File: src/rtl/duel_core.sv
// Two-player duel engine: lanes, armor, lives, aligned-fire hits, game-over FSM.
// Optional ARMOR_REGEN_EN adds per-ship armor regeneration after REGEN_CYC quiet cycles.
module duel_core #(
    parameter int NPOS     = 3,
    parameter int ARMOR    = 1,
    parameter int LIVES    = 3,
    parameter int COOLDOWN = 4,
`ifdef ARMOR_REGEN_EN
    parameter int REGEN_CYC = 16,
`endif
    localparam int PW = (NPOS > 1) ? $clog2(NPOS) : 1,
    localparam int LW = $clog2(LIVES + 1),
    localparam int AW = (ARMOR > 0) ? $clog2(ARMOR + 1) : 1
) (
    input  logic          CLK,
    input  logic          RST,
    input  logic          p1_left,
    input  logic          p1_right,
    input  logic          p1_fire,
    input  logic          p2_left,
    input  logic          p2_right,
    input  logic          p2_fire,
    input  logic          restart,
    output logic [PW-1:0] p1_pos,
    output logic [PW-1:0] p2_pos,
    output logic [AW-1:0] p1_armor,
    output logic [AW-1:0] p2_armor,
    output logic [LW-1:0] p1_lives,
    output logic [LW-1:0] p2_lives,
    output logic          aligned,
    output logic          hit_p1,
    output logic          hit_p2,
    output logic          done,
    output logic [1:0]    winner
);

    localparam int CW = $clog2(COOLDOWN + 1);
    localparam logic [PW-1:0] POS_INIT  = PW'(NPOS / 2);
    localparam logic [PW-1:0] POS_MAX   = PW'(NPOS - 1);
    localparam logic [AW-1:0] ARMOR_INIT = AW'(ARMOR);
    localparam logic [LW-1:0] LIVES_INIT = LW'(LIVES);
    localparam logic [CW-1:0] CD_INIT    = CW'(COOLDOWN);

    typedef enum logic [0:0] {PLAY, OVER} state_t;

    state_t        state, state_next;
    logic [CW-1:0] cooldown;
    logic          fire1_q, fire2_q;
    logic          edge1, edge2;
    logic          hit_on1, hit_on2;
    logic          kill1, kill2;

`ifdef ARMOR_REGEN_EN
    localparam int RW = $clog2(REGEN_CYC + 1);
    localparam logic [RW-1:0] REGEN_MAX = RW'(REGEN_CYC);
    logic [RW-1:0] regen1, regen2;
`endif

    function automatic logic [PW-1:0] move(input logic [PW-1:0] pos,
                                           input logic l, input logic r);
        logic [PW-1:0] res;
        res = pos;
        if (l && !r && pos != '0)
            res = pos - PW'(1);
        else if (r && !l && pos != POS_MAX)
            res = pos + PW'(1);
        return res;
    endfunction

    assign aligned = (p1_pos == p2_pos);
    assign edge1   = p1_fire & ~fire1_q;
    assign edge2   = p2_fire & ~fire2_q;

    // Simultaneous edges cancel; hits only land while aligned and out of cooldown.
    always_comb begin
        hit_on1 = 1'b0;
        hit_on2 = 1'b0;
        if (state == PLAY && cooldown == '0 && aligned) begin
            hit_on2 = edge1 & ~edge2;
            hit_on1 = edge2 & ~edge1;
        end
        kill1 = hit_on1 && p1_armor == '0 && p1_lives == LW'(1);
        kill2 = hit_on2 && p2_armor == '0 && p2_lives == LW'(1);
    end

    always_comb begin
        state_next = state;
        case (state)
            PLAY:    if (kill1 || kill2) state_next = OVER;
            OVER:    if (restart)        state_next = PLAY;
            default: state_next = PLAY;
        endcase
    end

    always_ff @(posedge CLK or posedge RST) begin
        if (RST) state <= PLAY;
        else     state <= state_next;
    end

    always_ff @(posedge CLK or posedge RST) begin
        if (RST) begin
            p1_pos   <= POS_INIT;
            p2_pos   <= POS_INIT;
            p1_armor <= ARMOR_INIT;
            p2_armor <= ARMOR_INIT;
            p1_lives <= LIVES_INIT;
            p2_lives <= LIVES_INIT;
            hit_p1   <= 1'b0;
            hit_p2   <= 1'b0;
            done     <= 1'b0;
            winner   <= 2'b00;
            cooldown <= '0;
            fire1_q  <= 1'b0;
            fire2_q  <= 1'b0;
`ifdef ARMOR_REGEN_EN
            regen1   <= '0;
            regen2   <= '0;
`endif
        end else begin
            fire1_q <= p1_fire;
            fire2_q <= p2_fire;
            hit_p1  <= 1'b0;
            hit_p2  <= 1'b0;
            if (state == PLAY) begin
                p1_pos <= move(p1_pos, p1_left, p1_right);
                p2_pos <= move(p2_pos, p2_left, p2_right);
                if (cooldown != '0)
                    cooldown <= cooldown - CW'(1);
`ifdef ARMOR_REGEN_EN
                // Regen counts quiet PLAY cycles; a hit below overrides it.
                if (regen1 + RW'(1) == REGEN_MAX && p1_armor < ARMOR_INIT) begin
                    p1_armor <= p1_armor + AW'(1);
                    regen1   <= '0;
                end else if (regen1 != REGEN_MAX) begin
                    regen1 <= regen1 + RW'(1);
                end
                if (regen2 + RW'(1) == REGEN_MAX && p2_armor < ARMOR_INIT) begin
                    p2_armor <= p2_armor + AW'(1);
                    regen2   <= '0;
                end else if (regen2 != REGEN_MAX) begin
                    regen2 <= regen2 + RW'(1);
                end
`endif
                if (hit_on1) begin
                    hit_p1   <= 1'b1;
                    cooldown <= CD_INIT;
                    if (p1_armor != '0)      p1_armor <= p1_armor - AW'(1);
                    else if (p1_lives != '0) p1_lives <= p1_lives - LW'(1);
`ifdef ARMOR_REGEN_EN
                    regen1 <= '0;
`endif
                end
                if (hit_on2) begin
                    hit_p2   <= 1'b1;
                    cooldown <= CD_INIT;
                    if (p2_armor != '0)      p2_armor <= p2_armor - AW'(1);
                    else if (p2_lives != '0) p2_lives <= p2_lives - LW'(1);
`ifdef ARMOR_REGEN_EN
                    regen2 <= '0;
`endif
                end
                if (kill2) begin
                    done   <= 1'b1;
                    winner <= 2'b01;
                end else if (kill1) begin
                    done   <= 1'b1;
                    winner <= 2'b10;
                end
            end else if (restart) begin
                // Restart reloads everything except the fire edge registers.
                p1_pos   <= POS_INIT;
                p2_pos   <= POS_INIT;
                p1_armor <= ARMOR_INIT;
                p2_armor <= ARMOR_INIT;
                p1_lives <= LIVES_INIT;
                p2_lives <= LIVES_INIT;
                done     <= 1'b0;
                winner   <= 2'b00;
                cooldown <= '0;
`ifdef ARMOR_REGEN_EN
                regen1   <= '0;
                regen2   <= '0;
`endif
            end
        end
    end

endmodule

File: config.mk
export PLATFORM = sky130hd
export DESIGN_NAME = duel_core
export DESIGN_NICKNAME = d
export VERILOG_FILES = /design/src/rtl/duel_core.sv
export SDC_FILE = /design/constraint.sdc
export NUM_CORES = 1
export LEC_CHECK = 0
export BUFFER_PORTS_ARGS = -buffer_cell sky130_fd_sc_hd__buf_2
export CAP_MARGIN = 15
export CORE_MARGIN = 1.5
export CORE_UTILIZATION = 40
export DETAILED_ROUTE_END_ITERATION = 16
export GPL_ROUTABILITY_DRIVEN = 0
export PLACE_DENSITY = 0.57
export SETUP_SLACK_MARGIN = 0.5
export SYNTH_ARGS = -nofsm -noshare
export SYNTH_HDL_FRONTEND = slang
export SYNTH_SLANG_ARGS = --single-unit
File: constraint.sdc
create_clock -name CLK -period 1.8 [get_ports CLK]
set_input_delay 0 -clock CLK [delete_from_list [all_inputs] [get_ports CLK]]
set_output_delay 0 -clock CLK [all_outputs]
set_load 0.01 [all_outputs]
# After elaboration in Yosys (flattened, before gate mapping)
# Cells that the tools add are included.
dict set report classes {
  add_sub_neg 9
  n_eq_ne 8
  n_mux 45
  bitwise_logic 11
  n_reduce_logical 41
}
# cell n
set op_table {}
lappend op_table {{$mux W2} 20}
lappend op_table {{$mux W1} 19}
lappend op_table {{$reduce_bool A2 Y1} 8}
lappend op_table {{$mux W3} 5}
lappend op_table {{$logic_and A1 B1 Y1} 14}
lappend op_table {{$reduce_and A2 Y1} 6}
lappend op_table {{$reduce_bool A3 Y1} 4}
lappend op_table {{$reduce_and A4 Y1} 2}
lappend op_table {{$sub A2 B1 Y2 const B} 4}
lappend op_table {{$not A1 Y1} 7}
lappend op_table {{$ne A2 B2 Y1 const B} 3}
lappend op_table {{$add A2 B1 Y2 const B} 2}
lappend op_table {{$and A1 B1 Y1} 4}
lappend op_table {{$eq A2 B1 Y1 const B} 2}
lappend op_table {{$logic_not A1 Y1} 4}
lappend op_table {{$ne A2 B1 Y1 const B} 2}
lappend op_table {{$reduce_bool A4 Y1} 1}
lappend op_table {{$logic_not A3 Y1} 1}
lappend op_table {{$sub A3 B1 Y3 const B} 1}
lappend op_table {{$eq A2 B2 Y1} 1}
lappend op_table {{$pmux W1 S2} 1}
lappend op_table {{$sub A1 B1 Y1 const B} 2}
lappend op_table {{$logic_or A1 B1 Y1} 1}
dict set report word_totals {
  reg_bits 21
  in_bits 9
  wordCells 128
}

# Depth between registers and ports, before layout
dict set report logic_depth {
  depth_word 10
  ltp_mapped 6
  ltp_nobuf 6
}

# Least setup slack after synthesis
# No wires, ideal clock.
dict set report synth_path {
  path_kind {register -> register}
  from {register cooldown[0]}
  to {register winner[1]}
  setup_time_ns 0.120
  arrival_time_ns 1.452
  t_required_ns 1.680
  setup_slack_ns 0.228
  path_stages_with_launch 7
  path_buffers 0
  path_cell_list {dfrtp_1 > inv_1 > ha_1 > nor3b_2 > nand3_4 > or2_1 > a31o_1}
}
dict set report synth_via {
  elab_chain_len 8
  word_cells_on_any_way 13
  cone_classes {mux: 4; reduce/logical: 9}
}
# item line_no
set synth_lines {}
lappend synth_lines {{from (decl)} 47} ;# logic [CW-1:0] cooldown;
lappend synth_lines {{from (signal assigned)} 128} ;# cooldown <= cooldown - CW'(1);
lappend synth_lines {{$logic_not A3 Y1 (*)} 78} ;# if (state == PLAY && cooldown == '0 && aligned) begin
lappend synth_lines {{$logic_and A1 B1 Y1 (*) (2 in series)} 78}
lappend synth_lines {{$mux W1} 78}
lappend synth_lines {{$logic_and A1 B1 Y1 (on tied branches) (2 in series)} {82, 83}}
lappend synth_lines {{$reduce_bool A3 Y1 (no line) / $mux W2 (equally long branches)} n/a}
lappend synth_lines {{$reduce_and A2 Y1 (no line) / $mux W2 (equally long branches)} n/a}
lappend synth_lines {{to (signal assigned)} 111} ;# winner <= 2'b00;
lappend synth_lines {{to (signal assigned)} 164} ;# winner <= 2'b01;
lappend synth_lines {{to (signal assigned)} 167} ;# winner <= 2'b10;
lappend synth_lines {{to (decl)} 34} ;# output logic [1:0] winner
# Mark *: on every way between the ends. The rest lies on a longest branch, timed or not.
# A chain may end at the register's enable or synchronous reset.

# Worst setup path after layout
dict set report layout_path {
  from {register cooldown[0]}
  to {register cooldown[2]}
}
dict set report layout_via {
  elab_chain_len 7
  word_cells_on_any_way 13
  cone_classes {add/sub: 1; mux: 6; reduce/logical: 6}
}
# item
set layout_lines {}
lappend layout_lines {{branches (longest 7 deep; another with $sub A3 B1 Y3)}}
# Parallel ways; which one is timed is not known. The select of a mux whose other input is x is not followed.

==> flow_summary.json <==
{
  "synth_cell_types": 34,
  "drive_gt1_share_pct": 40.0,
  "syn_to_final_growth_pct": 27.4,
  "slew_violations": 0,
  "hold_viol_final": 0,
  "cts_max_level": 1,
  "clock.fmax_mhz": 648,
  "status": "completed",
  "required_ns": 2.02,
  "ys_ff_latch": 21,
  "peakVddDrop_v": 0.000970,
  "clockBufferDepth": 2,
  "start_kind": "flop",
  "setup-violations-final": 0,
  "r2r_slack_ns": 0.26,
  "grt_pass1_vias": 932,
  "hp-class": "in -> reg",
  "syn-cell-area_um2": 1190,
  "fin_crit_sh_pct": 85.8,
  "r2r_cells": 7,
  "num_vias": 958,
  "fin_util_pct": 54.6,
  "seqCellArea_um2": 536,
  "core_region_area_um2": 2780,
  "tritoncts": "yes",
  "n_antenna_cell": 0,
  "whs_ns": 0.0256,
  "worst_ep_arrival_time_ns": 1.77,
  "viasPerCell": 5.15,
  "skew_ns": 0.00535,
  "port_buffers": 24,
  "fp-row-count": 19,
  "fillers": 268,
  "wl_mm": 2.49,
  "initial_core_util_pct": 42.8,
  "cellLeakagePower_nw": 0.680,
  "fin_setup_tns_ns": 0,
  "avgSynthCellArea_um2": 10.4,
  "nets": 171,
  "dp_hpwl_mm": 1.71,
  "whs_path_depth": 4,
  "grt_overflow": 0,
  "grt_usage_pct": 16.8,
  "rsz0062_at_grt": "yes",
  "cts.clk_slew.worst_paths_ns": 0.12,
  "max-slew-margin-rel_pct": 46.6,
  "ys_seq_area_share_pct": 45.0,
  "cts_root_buf": "clkbuf_4",
  "io_pins": 25,
  "dieArea_um2": 3310,
  "reg2reg_to": "cooldown[2]",
  "min_from": "p1_right",
  "syn_inst": 115,
  "cap_violations": 0,
  "multi_input_area_um2": 638,
  "chipWidth_um": 57.6,
  "min_period_ns": 1.54,
  "grt_pass1_wl_mm": 4.23,
  "p_per_area_nw_per_um2": 1460,
  "numCtsBuffers": 3,
  "drc_errors": 0,
  "insertion_delay_ns": 0.30,
  "whs_endpoint": "p1_pos[0]",
  "mostFrequentLayoutCells": "buf_2, dfrtp_1, nand2_1",
  "r2r-start": "cooldown[0]",
  "yosysWarnings": 0,
  "drtIter0Drc": 24,
  "antenna_found_initial": 0,
  "avgRoutedWirePerCell_um": 13.4,
  "endpoint_kind": "flop",
  "synth_ff_type": "dfrtp_1",
  "cp_max_fo": 7,
  "final_common_cell": "buf_2",
  "crit_type": "reg -> reg",
  "clkSinkCount": 21,
  "async_flop_share_pct": 100,
  "synth-edff-count": 0,
  "worst_slew_pin_slew_ns": 0.800,
  "first_pass_iters": 4,
  "p_total_mw": 2.22,
  "grt_max_degree": 23,
  "synth_fp_nets": 130,
  "die_h_um": 57.6,
  "final_antenna_net_count": 0
}
==> synthesized netlist by cell type, types with 2 or more instances <==
library cell	number	area share, %
o21ai_0	7	2.9
nand3b_1	2	1.3
ha_1	6	6.3
mux2i_1	4	3.4
nor4_4	2	3.6
nand2b_1	7	3.7
nand2_1	12	3.8
dfstp_2	8	18
nand3_1	2	0.84
o22ai_1	2	1.1
o211ai_1	2	1.3
dfrtp_1	13	27
a21oi_1	7	2.9
mux2_2	2	1.9
nor2b_1	3	1.6
o311ai_1	2	1.5
clkbuf_1	3	0.95
nor2_1	6	1.9
o21a_1	2	1.3
inv_1	8	2.5
xnor2_2	2	2.7
==> registers in the layout, indices dropped and copies added, names as in the netlist <==
signal and count:
cooldown 3, p1_lives 2, p1_pos 2, p2_lives 2
p2_pos 2, winner 2, done 1, fire1_q 1
fire2_q 1, hit_p1 1, hit_p2 1, p1_armor 1
p2_armor 1, state 1
==> area by class of cell <==
type                    instances  area share (%)
clock inverters                 1           0.330
flip-flops and latches         21            35.3
clock buffers                   3            1.48
well taps                      31            2.56
multi-input cells              83            42.0
repair buffers                 39            16.3
inverters                       8            1.98
==> how the worst max path moves through the flow <==
stage	from	end	slack, ns
floorplan	cooldown[0]	winner[1]	0.28
global placement	cooldown[0]	winner[1]	0.21
detailed placement	cooldown[0]	winner[1]	0.17
CTS	cooldown[0]	winner[1]	0.24
global route	cooldown[0]	p1_lives[1]	0.12
finish	cooldown[0]	cooldown[2]	0.26
==> repair_timing <==
item | CTS | global route
setup buffers | 7 | 4
setup endpoints to repair | 16 | 17
pin swaps | 2 | 1
gates cloned | 0 | 0
hold endpoints to repair | 15 | 0
hold buffers | 3 | 0
gates resized for setup | 6 | 2
==> per-stage QoR <==
stage	instances	area (um2)	setup slack (ns)
6_report	186	1520	0.256
5_1_grt	186	1520	0.123
4_1_cts	182	1480	0.241
3_5_place_dp	168	1360	0.169
3_3_place_gp	168	1360	0.212
2_1_floorplan	115	1200	0.285
==> report_power, final <==
part | total [mW] | switching (mW) | internal, mW
Sequential | 0.843 | 0.161 | 0.682
Clock | 0.226 | 0.143 | 0.0829
Combinational | 1.15 | 0.550 | 0.597
Total | 2.22 | 0.854 | 1.36
==> critical path, cell delays in order (launching register included) <==
cell     delay [ns]
dfrtp_1        0.41
inv_2          0.08
ha_4           0.14
nor3b_4        0.22
nand3_4        0.16
buf_4          0.18
buf_6          0.10
o31ai_1        0.17
==> per-layer routing <==
layer | routed length [um] | track usage, %
met5 | 0 | 0
met4 | 56 | 8.31
met3 | 83 | 2.49
met2 | 1160 | 25.0
met1 | 1200 | 23.8
==> logic make-up (layout without fill, tap and decap cells) <==
kind of cell	after synthesis	after routing	synth area share (%)
muxes	6	6	5.25
DFF	21	21	45.0
and+or+nand+nor	40	40	21.6
AOI/OAI and AO/OA	28	28	14.9
xor gates and xnor gates	3	3	3.47
adders and majority gates	6	6	6.30
buffers and inverters	11	51	3.47
No activity file was read; power rests on OpenSTA's default activity.
